===== config.mk =====
export PLATFORM = sky130hd
export DESIGN_NAME = muldiv_unit
export DESIGN_NICKNAME = d
export VERILOG_FILES = /design/src/rtl/muldiv_pkg.sv /design/src/rtl/muldiv_datapath.sv /design/src/rtl/muldiv_unit.sv
export SDC_FILE = /design/constraint.sdc
export NUM_CORES = 1
export LEC_CHECK = 0
export ABC_CLOCK_PERIOD_IN_PS = 16750
export CORE_AREA = 5 5 199 201
export CTS_CLUSTER_SIZE = 30
export DETAILED_ROUTE_END_ITERATION = 10
export DIE_AREA = 0 0 204 206
export HOLD_SLACK_MARGIN = 0.05
export PLACE_DENSITY = 0.75
export SYNTH_ARGS = -nofsm -noshare
export SYNTH_HDL_FRONTEND = slang
export SYNTH_SLANG_ARGS = --single-unit

===== constraint.sdc =====
create_clock -name clk -period 16.75 [get_ports clk]
set_input_delay 3.35 -clock clk [delete_from_list [all_inputs] [get_ports clk]]
set_output_delay 3.35 -clock clk [all_outputs]
set_load 0.005 [all_outputs]

===== src/rtl/muldiv_pkg.sv =====
// Shared encodings for the iterative multiply/divide unit: op codes, FSM states
// and small op-class helpers.
package muldiv_pkg;

  typedef logic [2:0] md_op_t;

  localparam md_op_t MD_MULT  = 3'd0;
  localparam md_op_t MD_MULTU = 3'd1;
  localparam md_op_t MD_DIV   = 3'd2;
  localparam md_op_t MD_DIVU  = 3'd3;
  localparam md_op_t MD_MTHI  = 3'd4;
  localparam md_op_t MD_MTLO  = 3'd5;

  typedef enum logic [2:0] {
    ST_IDLE,
    ST_PREP,
    ST_ITER,
    ST_FIX,
    ST_DONE
  } md_state_t;

  // mult/multu/div/divu all live in the lower half of the op space
  function automatic logic is_arith(input md_op_t op);
    return (op[2] == 1'b0);
  endfunction

  function automatic logic is_div_op(input md_op_t op);
    return (op == MD_DIV) || (op == MD_DIVU);
  endfunction

  function automatic logic is_signed_op(input md_op_t op);
    return (op == MD_MULT) || (op == MD_DIV);
  endfunction

  function automatic logic is_valid_op(input md_op_t op);
    return (op <= MD_MTLO);
  endfunction

endpackage


===== src/rtl/muldiv_datapath.sv =====
// Radix-2 step engine: 2*WIDTH accumulator, multiplier/quotient shift register
// and one shared add/sub used for shift-add multiply or restoring divide.
module muldiv_datapath
  import muldiv_pkg::*;
#(
  parameter int WIDTH = 32
) (
  input  logic                 clk,
  input  logic                 rst,
  input  logic                 load,
  input  logic                 step,
  input  logic                 is_div,
  input  logic [WIDTH-1:0]     mq_init,
  input  logic [WIDTH-1:0]     opnd_init,
  output logic [2*WIDTH-1:0]   acc,
  output logic [WIDTH-1:0]     mq
);

  logic [2*WIDTH-1:0] acc_reg;
  logic [WIDTH-1:0]   mq_reg;
  logic [WIDTH-1:0]   opnd_reg;

  logic [WIDTH+1:0]   x;
  logic [WIDTH+1:0]   y;
  logic [WIDTH+1:0]   res;
  logic               borrow;
  logic [WIDTH-1:0]   rem_next;

  // Divide: the partial remainder shifted left with the next dividend bit is the
  // WIDTH+1 bit trial value; the extra top bit of res carries the borrow.
  always_comb begin
    if (is_div) begin
      x = {1'b0, acc_reg[2*WIDTH-1:WIDTH], mq_reg[WIDTH-1]};
      y = {2'b00, opnd_reg};
    end else begin
      x = {2'b00, acc_reg[2*WIDTH-1:WIDTH]};
      y = mq_reg[0] ? {2'b00, opnd_reg} : '0;
    end
    res      = is_div ? (x - y) : (x + y);
    borrow   = res[WIDTH+1];
    rem_next = borrow ? x[WIDTH-1:0] : res[WIDTH-1:0];
  end

  always_ff @(posedge clk or posedge rst) begin
    if (rst) begin
      acc_reg  <= '0;
      mq_reg   <= '0;
      opnd_reg <= '0;
    end else if (load) begin
      acc_reg  <= '0;
      mq_reg   <= mq_init;
      opnd_reg <= opnd_init;
    end else if (step) begin
      if (is_div) begin
        acc_reg <= {rem_next, acc_reg[WIDTH-1:0]};
        mq_reg  <= {mq_reg[WIDTH-2:0], ~borrow};
      end else begin
        acc_reg <= {res[WIDTH:0], acc_reg[WIDTH-1:1]};
        mq_reg  <= {1'b0, mq_reg[WIDTH-1:1]};
      end
    end
  end

  assign acc = acc_reg;
  assign mq  = mq_reg;

endmodule


===== src/rtl/muldiv_unit.sv =====
// Iterative multiply/divide unit with HI/LO registers and a stall request for EX.
// Build option: MULDIV_EARLY_TERM_EN ends a multiply once the remaining multiplier bits are zero.
module muldiv_unit
  import muldiv_pkg::*;
#(
  parameter int WIDTH = 32,
  parameter int CNT_W = $clog2(WIDTH + 1)
) (
  input  logic             clk,
  input  logic             rst,
  input  logic             start,
  input  logic [2:0]       op,
  input  logic [WIDTH-1:0] a,
  input  logic [WIDTH-1:0] b,
  input  logic             flush,
  output logic             busy,
  output logic             stall_req,
  output logic             done,
  output logic             div_zero,
  output logic [WIDTH-1:0] hi,
  output logic [WIDTH-1:0] lo
);

  md_state_t        state_reg, state_next;
  md_op_t           op_reg;
  logic [WIDTH-1:0] a_reg, b_reg, hi_reg, lo_reg;
  logic [CNT_W-1:0] cnt_reg;
  logic             neg_lo_reg, neg_hi_reg, div_zero_reg;

  logic             accept, dp_load, dp_step, fix_write;
  logic             op_div, op_signed, a_neg, b_neg, b_zero;
  logic             mul_skip, mul_last;
  logic [WIDTH-1:0] mag_a, mag_b, mq, rem_raw, hi_fix, lo_fix;
  logic [2*WIDTH-1:0] acc, prod_raw, prod;

  assign op_div    = is_div_op(op_reg);
  assign op_signed = is_signed_op(op_reg);
  assign a_neg     = op_signed & a_reg[WIDTH-1];
  assign b_neg     = op_signed & b_reg[WIDTH-1];
  assign mag_a     = a_neg ? -a_reg : a_reg;
  assign mag_b     = b_neg ? -b_reg : b_reg;
  assign b_zero    = (b_reg == '0);

`ifdef MULDIV_EARLY_TERM_EN
  // After k steps the accumulator holds the product scaled by 2^(WIDTH-k).
  assign mul_skip = ~op_div & (mag_b == '0);
  assign mul_last = ~op_div & (mq[WIDTH-1:1] == '0);
  assign prod_raw = acc >> cnt_reg;
`else
  assign mul_skip = 1'b0;
  assign mul_last = 1'b0;
  assign prod_raw = acc;
`endif

  muldiv_datapath #(.WIDTH(WIDTH)) u_datapath (
    .clk       (clk),
    .rst       (rst),
    .load      (dp_load),
    .step      (dp_step),
    .is_div    (op_div),
    .mq_init   (op_div ? mag_a : mag_b),
    .opnd_init (op_div ? mag_b : mag_a),
    .acc       (acc),
    .mq        (mq)
  );

  always_ff @(posedge clk or posedge rst) begin
    if (rst) state_reg <= ST_IDLE;
    else     state_reg <= state_next;
  end

  always_comb begin
    state_next = state_reg;
    accept     = 1'b0;
    dp_load    = 1'b0;
    dp_step    = 1'b0;
    busy       = 1'b0;
    done       = 1'b0;
    case (state_reg)
      ST_IDLE, ST_DONE: begin
        done       = (state_reg == ST_DONE);
        state_next = ST_IDLE;
        if (start && !flush && is_valid_op(op)) begin
          accept = 1'b1;
          if (is_arith(op)) state_next = ST_PREP;
        end
      end
      ST_PREP: begin
        busy    = 1'b1;
        dp_load = 1'b1;
        if (flush)                          state_next = ST_IDLE;
        else if ((op_div && b_zero) || mul_skip) state_next = ST_FIX;
        else                                state_next = ST_ITER;
      end
      ST_ITER: begin
        busy    = 1'b1;
        dp_step = 1'b1;
        if (flush)                                      state_next = ST_IDLE;
        else if ((cnt_reg == CNT_W'(1)) || mul_last)    state_next = ST_FIX;
      end
      ST_FIX: begin
        busy       = 1'b1;
        state_next = flush ? ST_IDLE : ST_DONE;
      end
      default: state_next = ST_IDLE;
    endcase
  end

  assign fix_write = (state_reg == ST_FIX) && !flush;
  assign stall_req = busy | (start & is_arith(op));

  always_comb begin
    prod    = neg_lo_reg ? -prod_raw : prod_raw;
    rem_raw = acc[2*WIDTH-1:WIDTH];
    if (op_div) begin
      if (b_zero) begin
        hi_fix = a_reg;
        lo_fix = '1;
      end else begin
        hi_fix = neg_hi_reg ? -rem_raw : rem_raw;
        lo_fix = neg_lo_reg ? -mq : mq;
      end
    end else begin
      hi_fix = prod[2*WIDTH-1:WIDTH];
      lo_fix = prod[WIDTH-1:0];
    end
  end

  always_ff @(posedge clk or posedge rst) begin
    if (rst) begin
      op_reg       <= MD_MULT;
      a_reg        <= '0;
      b_reg        <= '0;
      hi_reg       <= '0;
      lo_reg       <= '0;
      cnt_reg      <= '0;
      neg_lo_reg   <= 1'b0;
      neg_hi_reg   <= 1'b0;
      div_zero_reg <= 1'b0;
    end else begin
      if (accept) begin
        div_zero_reg <= 1'b0;
        op_reg       <= op;
        a_reg        <= a;
        b_reg        <= b;
        if (op == MD_MTHI) hi_reg <= a;
        if (op == MD_MTLO) lo_reg <= a;
      end
      if (state_reg == ST_PREP) begin
        cnt_reg    <= CNT_W'(WIDTH);
        neg_lo_reg <= a_neg ^ b_neg;
        neg_hi_reg <= a_neg;
      end
      if (dp_step) cnt_reg <= cnt_reg - 1'b1;
      if (fix_write) begin
        hi_reg <= hi_fix;
        lo_reg <= lo_fix;
        if (op_div && b_zero) div_zero_reg <= 1'b1;
      end
    end
  end

  assign hi       = hi_reg;
  assign lo       = lo_reg;
  assign div_zero = div_zero_reg;

endmodule


=== After elaboration in Yosys (flattened, before gate mapping) ===
Index checks and enable logic that the tools add are counted.

* Bits in registers: 271
* Latch bits: 0
* RAM bits: 0
* Memory bits (read-only): 0
* Input port bits: 71
* Output and inout bits: 68
* Logic and storage cells: 108
* Memories: 0

* $add $sub $neg: 8
* Multipliers: 0
* Divide/modulo/power cells: 0
* Magnitude comparators: 1
* Eq/ne operators: 11
* Shift operators: 0
* Multiplexer cells: 47
* Bitwise operators: 7
* Reductions and logical operators: 20

{| class="wikitable"
|+ Operator list
! cell !! number
|-
| $mux 32 || 21
|-
| $mux 64 || 4
|-
| $neg 32->32 || 4
|-
| $mux 34 || 2
|-
| $neg 64->64 || 1
|-
| $add 33x34->34 || 1
|-
| $sub 33x34->34 || 1
|-
| $mux 33 || 1
|-
| $logic_not 32->1 || 1
|-
| $eq 3x2->1 const B || 4
|-
| $mux 1 || 12
|-
| $mux 6 || 2
|-
| $pmux 3 s4 || 1
|-
| $reduce_bool 2->1 || 5
|-
| $eq 3x3->1 const B || 3
|-
| $mux 3 || 3
|-
| $eq 6x1->1 const B || 1
|-
| $logic_not 3->1 || 2
|-
| $reduce_and 2->1 || 3
|-
| $sub 6x1->6 const B || 1
|-
| $logic_and 1x1->1 || 4
|-
| $and 1x1->1 || 3
|-
| $eq 3x1->1 const B || 1
|-
| $le 3x3->1 const B || 1
|-
| 10 further kinds || 12
|}

=== Logic depth before layout (Yosys ltp) ===
* Depth after elaboration: 9
* Depth in mapped cells: 26
* Depth with buffers taken out: 21

=== Hierarchy ===
Synthesis repeated with hierarchy kept, for this count alone.

* Cell total of the unflattened synthesis: 2,424
* Area, all modules: 20,847.5 sq um

{| class="wikitable"
|+ Modules (own cells, without submodules)
! module !! times used !! cells an instance !! area each (sq um) !! sequential area each (sq um)
|-
| muldiv_unit || 1 || 1,360 || 11,726.2 || 3,578.4
|-
| muldiv_datapath || 1 || 1,064 || 9,121.2 || 3,203.1
|}

=== Least setup slack after synthesis ===
No wires, ideal clock.

* Path kind: input port to output port
* Start point: input port op[2]
* End point: output port stall_req
* Arrival time: 3.567 ns
* Required time: 13.400 ns
* Setup slack: 9.833 ns
* Stages on the path: 2
* Buffers on the path: 0
* Cells stage by stage: nand2b_1 o21ai_0

* Longest elaborated chain between the ends: 3

{| class="wikitable"
|+ RTL lines
! what !! line !! RTL
|-
| start, declared || muldiv_unit.sv:12 || <nowiki>input logic [2:0] op,</nowiki>
|-
| $not 1->1 || muldiv_pkg.sv:24 || <nowiki>return (op[2] == 1'b0);</nowiki>
|-
| $and 1x1->1 || muldiv_unit.sv:110 || <nowiki>assign stall_req = busy | (start & is_arith(op));</nowiki>
|-
| $or 1x1->1 || muldiv_unit.sv:110 ||
|-
| end, declared || muldiv_unit.sv:17 || <nowiki>output logic stall_req,</nowiki>
|}

No other way between the ends.

=== Worst setup path in the final report ===
Same ends and word-level chain as after synthesis.

==> run_summary.xml <==
<?xml version="1.0" encoding="UTF-8"?>
<metrics>
  <group name="synth">
    <metric name="synth_cells" unit="">2603</metric>
    <metric name="syn_area" unit="sq um">20400</metric>
    <metric name="number_of_flops_mapped_to_enable_cells_by_yosys" unit="">0</metric>
    <metric name="synth_top_area_cell" unit="">dfrtp_1</metric>
    <metric name="synth_top_area_frac" unit="">0.332</metric>
    <metric name="synth_area_per_cell" unit="sq um">7.84</metric>
    <metric name="synth_fp_nets" unit="">2715</metric>
    <metric name="synth.top_cells.by_area" unit="">dfrtp_1 33%, nand2_1 8.8%, a21oi_1 5.7%</metric>
    <metric name="synthFlopType" unit="">dfrtp_1</metric>
    <metric name="yosys.cell_types.count" unit="">86</metric>
    <metric name="synth-seq-area-share" unit="">0.332</metric>
    <metric name="yosys_warnings" unit="">0</metric>
    <metric name="synth_seq_cells" unit="">271</metric>
    <metric name="synth-async-reset-ratio" unit="">1.00</metric>
  </group>
  <group name="sta">
    <metric name="tns" unit="ps">0</metric>
    <metric name="setup_viol_count_final" unit="">0</metric>
    <metric name="hold_viol_final" unit="">0</metric>
    <metric name="period_needed" unit="ps">8000</metric>
    <metric name="layout_worst_path_cycle_share" unit="">0.478</metric>
    <metric name="timing.fmax" unit="MHz">125</metric>
    <metric name="skew_final" unit="ps">17.5</metric>
    <metric name="max_slew_margin" unit="">0.232</metric>
    <metric name="worst_slew_pin_slew" unit="ps">1150</metric>
    <metric name="final_max_tran_viols" unit="">0</metric>
    <metric name="layout_setup_ws" unit="ps">8750</metric>
    <metric name="rsz0062_at_grt" unit="">false</metric>
  </group>
  <group name="routing">
    <metric name="drt-wirelength-per-cell" unit="microns">22.6</metric>
    <metric name="remaining_drc_errors" unit="">0</metric>
    <metric name="avgViaCountPerCell" unit="">6.45</metric>
    <metric name="detail-route-antenna-nets" unit="">0</metric>
    <metric name="postRouteWirelength" unit="mm">70.4</metric>
    <metric name="num_vias" unit="">20100</metric>
    <metric name="drt_iter0_markers" unit="">2329</metric>
    <metric name="drt_first_pass_iters" unit="">8</metric>
  </group>
  <group name="clocking">
    <metric name="max-clock-path-buffers" unit="">3</metric>
    <metric name="cts-hold-fix-buffers" unit="">0</metric>
    <metric name="post-cts-setup-buffers" unit="">0</metric>
    <metric name="numCtsBuffers" unit="">30</metric>
    <metric name="cts-htree-levels" unit="">1</metric>
    <metric name="cts_tree" unit="">built</metric>
    <metric name="clock_latency" unit="ps">590</metric>
    <metric name="cts-resized-gates" unit="">0</metric>
    <metric name="clk_pin_slew" unit="ps">60</metric>
    <metric name="clock_sinks" unit="">271</metric>
    <metric name="ctsRootBufferMaster" unit="">clkbuf_16</metric>
  </group>
  <group name="cells_and_area">
    <metric name="area.sequential" unit="sq um">6780</metric>
    <metric name="multi_input_comb_area" unit="sq um">12600</metric>
    <metric name="synthToLayoutAreaGrowth" unit="%">12.1</metric>
    <metric name="nNetsFinal" unit="">2691</metric>
    <metric name="layoutNonFillerInstCount" unit="">3115</metric>
    <metric name="final_common_cell" unit="">nand2_1</metric>
    <metric name="largest_register_ff_count" unit="">64</metric>
    <metric name="fraction_of_layout_cells_with_a_size_suffix_above_1" unit="">0.0780</metric>
    <metric name="final_cell_mix" unit="">475 x nand2_1, 270 x dfrtp_1, 233 x a21oi_1, 217 x o21ai_0, 177 x nor2_1</metric>
    <metric name="count_of_filler_cells_inserted_in_the_layout" unit="">3252</metric>
  </group>
  <group name="outcome">
    <metric name="outcome" unit="">complete, no violations</metric>
  </group>
  <group name="global_routing">
    <metric name="grt_start_max_net_pins" unit="">131</metric>
    <metric name="global_route.usage.total" unit="">0.326</metric>
    <metric name="grt_overflow_total" unit="">0</metric>
    <metric name="grt_pass1_vias" unit="">18500</metric>
    <metric name="grt_antenna_before_repair" unit="">0</metric>
    <metric name="first_pass_grt_wire_length" unit="mm">108</metric>
  </group>
  <group name="place">
    <metric name="hpwl" unit="mm">51.3</metric>
    <metric name="placement.setup.worst_slack" unit="ps">8760</metric>
    <metric name="place_inst" unit="">3058</metric>
    <metric name="gpl.final_weighted_congestion" unit="">0.950</metric>
    <metric name="port-buffer-count" unit="">138</metric>
  </group>
  <group name="power_and_ir_drop">
    <metric name="clock_power_share" unit="">0.163</metric>
    <metric name="power.sequential.fraction" unit="">0.282</metric>
    <metric name="p_sw_frac" unit="">0.486</metric>
    <metric name="ir_worst_vdd" unit="V">0.0000943</metric>
    <metric name="power.density" unit="nW/um^2">192</metric>
    <metric name="static_leakage" unit="uW">0.00961</metric>
    <metric name="share_comb_of_total_power" unit="">0.554</metric>
    <metric name="cell_internal_pwr" unit="uW">2260</metric>
    <metric name="total_switching_power" unit="uW">2140</metric>
  </group>
  <group name="die">
    <metric name="number_of_rows_in_the_core_area" unit="">71</metric>
    <metric name="core-area" unit="sq um">37400</metric>
    <metric name="die-width" unit="microns">204</metric>
    <metric name="die-height" unit="microns">206</metric>
    <metric name="io_pins" unit="">139</metric>
    <metric name="effective_utilization_at_floorplan" unit="">0.545</metric>
    <metric name="die_area" unit="sq um">42000</metric>
  </group>
  <group name="worst_setup_path">
    <metric name="critical_path.slowest_cell" unit="">clkdlybuf4s50_1</metric>
    <metric name="worst_path_top_cell_family_by_delay" unit="">buffers and inverters</metric>
    <metric name="critPathKind" unit="">in -&gt; out</metric>
    <metric name="crit_path_frequent_cell" unit="">clkdlybuf4s50_1</metric>
    <metric name="critical_path.cell_chain" unit="">clkdlybuf4s50_1, nand2b_1, o21ai_0, clkdlybuf4s50_1</metric>
    <metric name="timing.critical_path.buf_inv" unit="">2</metric>
    <metric name="cp_data_arrival_time" unit="ps">4650</metric>
    <metric name="setup.worst_path.start_class" unit="">primary input</metric>
    <metric name="critical_path.max_fanout" unit="">6</metric>
    <metric name="worst_path_required" unit="ps">13400</metric>
    <metric name="critical_path.max_stage_delay" unit="ps">520</metric>
    <metric name="timing.critical_path.to_type" unit="">primary output</metric>
  </group>
  <group name="min_path">
    <metric name="hold_path.class" unit="">reg -&gt; reg</metric>
  </group>
  <group name="run">
    <metric name="timing.max_cap.violations" unit="">0</metric>
  </group>
</metrics>
## path summary, 6_finish.rpt
path | from | endpoint | slack (ps) | cells after the start
worst max-delay path | op[2] | stall_req | 8750 | 4
worst min-delay path | cnt_reg[2] | cnt_reg[2] | 490 | 1
worst max register to register | op_reg[2] | u_datapath.mq[0] | 9970 | 21
worst min register to register | cnt_reg[2] | cnt_reg[2] | 490 | 1
max in group asynchronous | rst | u_datapath.opnd_reg[23] | 11710 | 3
min in group asynchronous | rst | lo[24] | 3330 | 2
## cell type report
| cell class | instances | area share |
|---|---|---|
| inverter | 35 | 0.00607 |
| sequential | 271 | 0.297 |
| multi-input combinational | 2075 | 0.553 |
| clock inverter | 16 | 0.00853 |
| timing repair buffer | 166 | 0.0696 |
| antenna | 1 | 0.000109 |
| clock buffer | 40 | 0.0385 |
| tap | 511 | 0.0280 |
## stage by stage
step / cell area (sq um) / hold slack (ps) / power [uW] / util
floorplan: 20400 / 446 / 2830 / -
global placement: 21800 / 466 / 3560 / 0.583
detailed placement: 21800 / 486 / 3620 / 0.583
CTS: 22900 / 492 / 4350 / 0.612
global route: 22900 / 507 / 4680 / 0.612
finish: 22900 / 494 / 4400 / 0.612
## kinds of logic after synthesis
logic type	synth area share
AO/OA/AOI/OAI	0.241
XOR/XNOR	0.0889
adder cells (fa/ha/maj)	0.0255
buffers and inverters	0.0501
flip-flops	0.332
multiplexers	0.0537
AND/OR/NAND/NOR	0.208
## metal layers
metal,GRT usage,wire length (microns)
met2,0.503,31000
met3,0.0637,7180
met1,0.455,28900
met5,0,0
met4,0.126,3370
## cell usage after synthesis, types with 21 or more instances
library cell,count
xor2_1,106
mux2_2,66
or4_1,21
nor3_1,40
or3_1,24
clkbuf_1,179
dfrtp_1,271
a21oi_1,233
inv_1,34
o21ai_0,217
o31ai_1,38
nor2_1,179
buf_1,25
mux2i_1,33
nand2_1,476
ha_1,40
nand3_1,74
a31oi_1,30
xnor2_1,101
o211ai_1,53
a221oi_1,22
## power groups by stage
stage | Sequential, uW | Combinational, uW | Clock (uW)
finish | 1240 | 2440 | 719
global route | 1270 | 2660 | 753
CTS | 1230 | 2400 | 722
detailed placement | 1240 | 2380 | 0
global placement | 1230 | 2330 | 0
floorplan | 1050 | 1790 | 0
(Power assumes the default switching activity.)
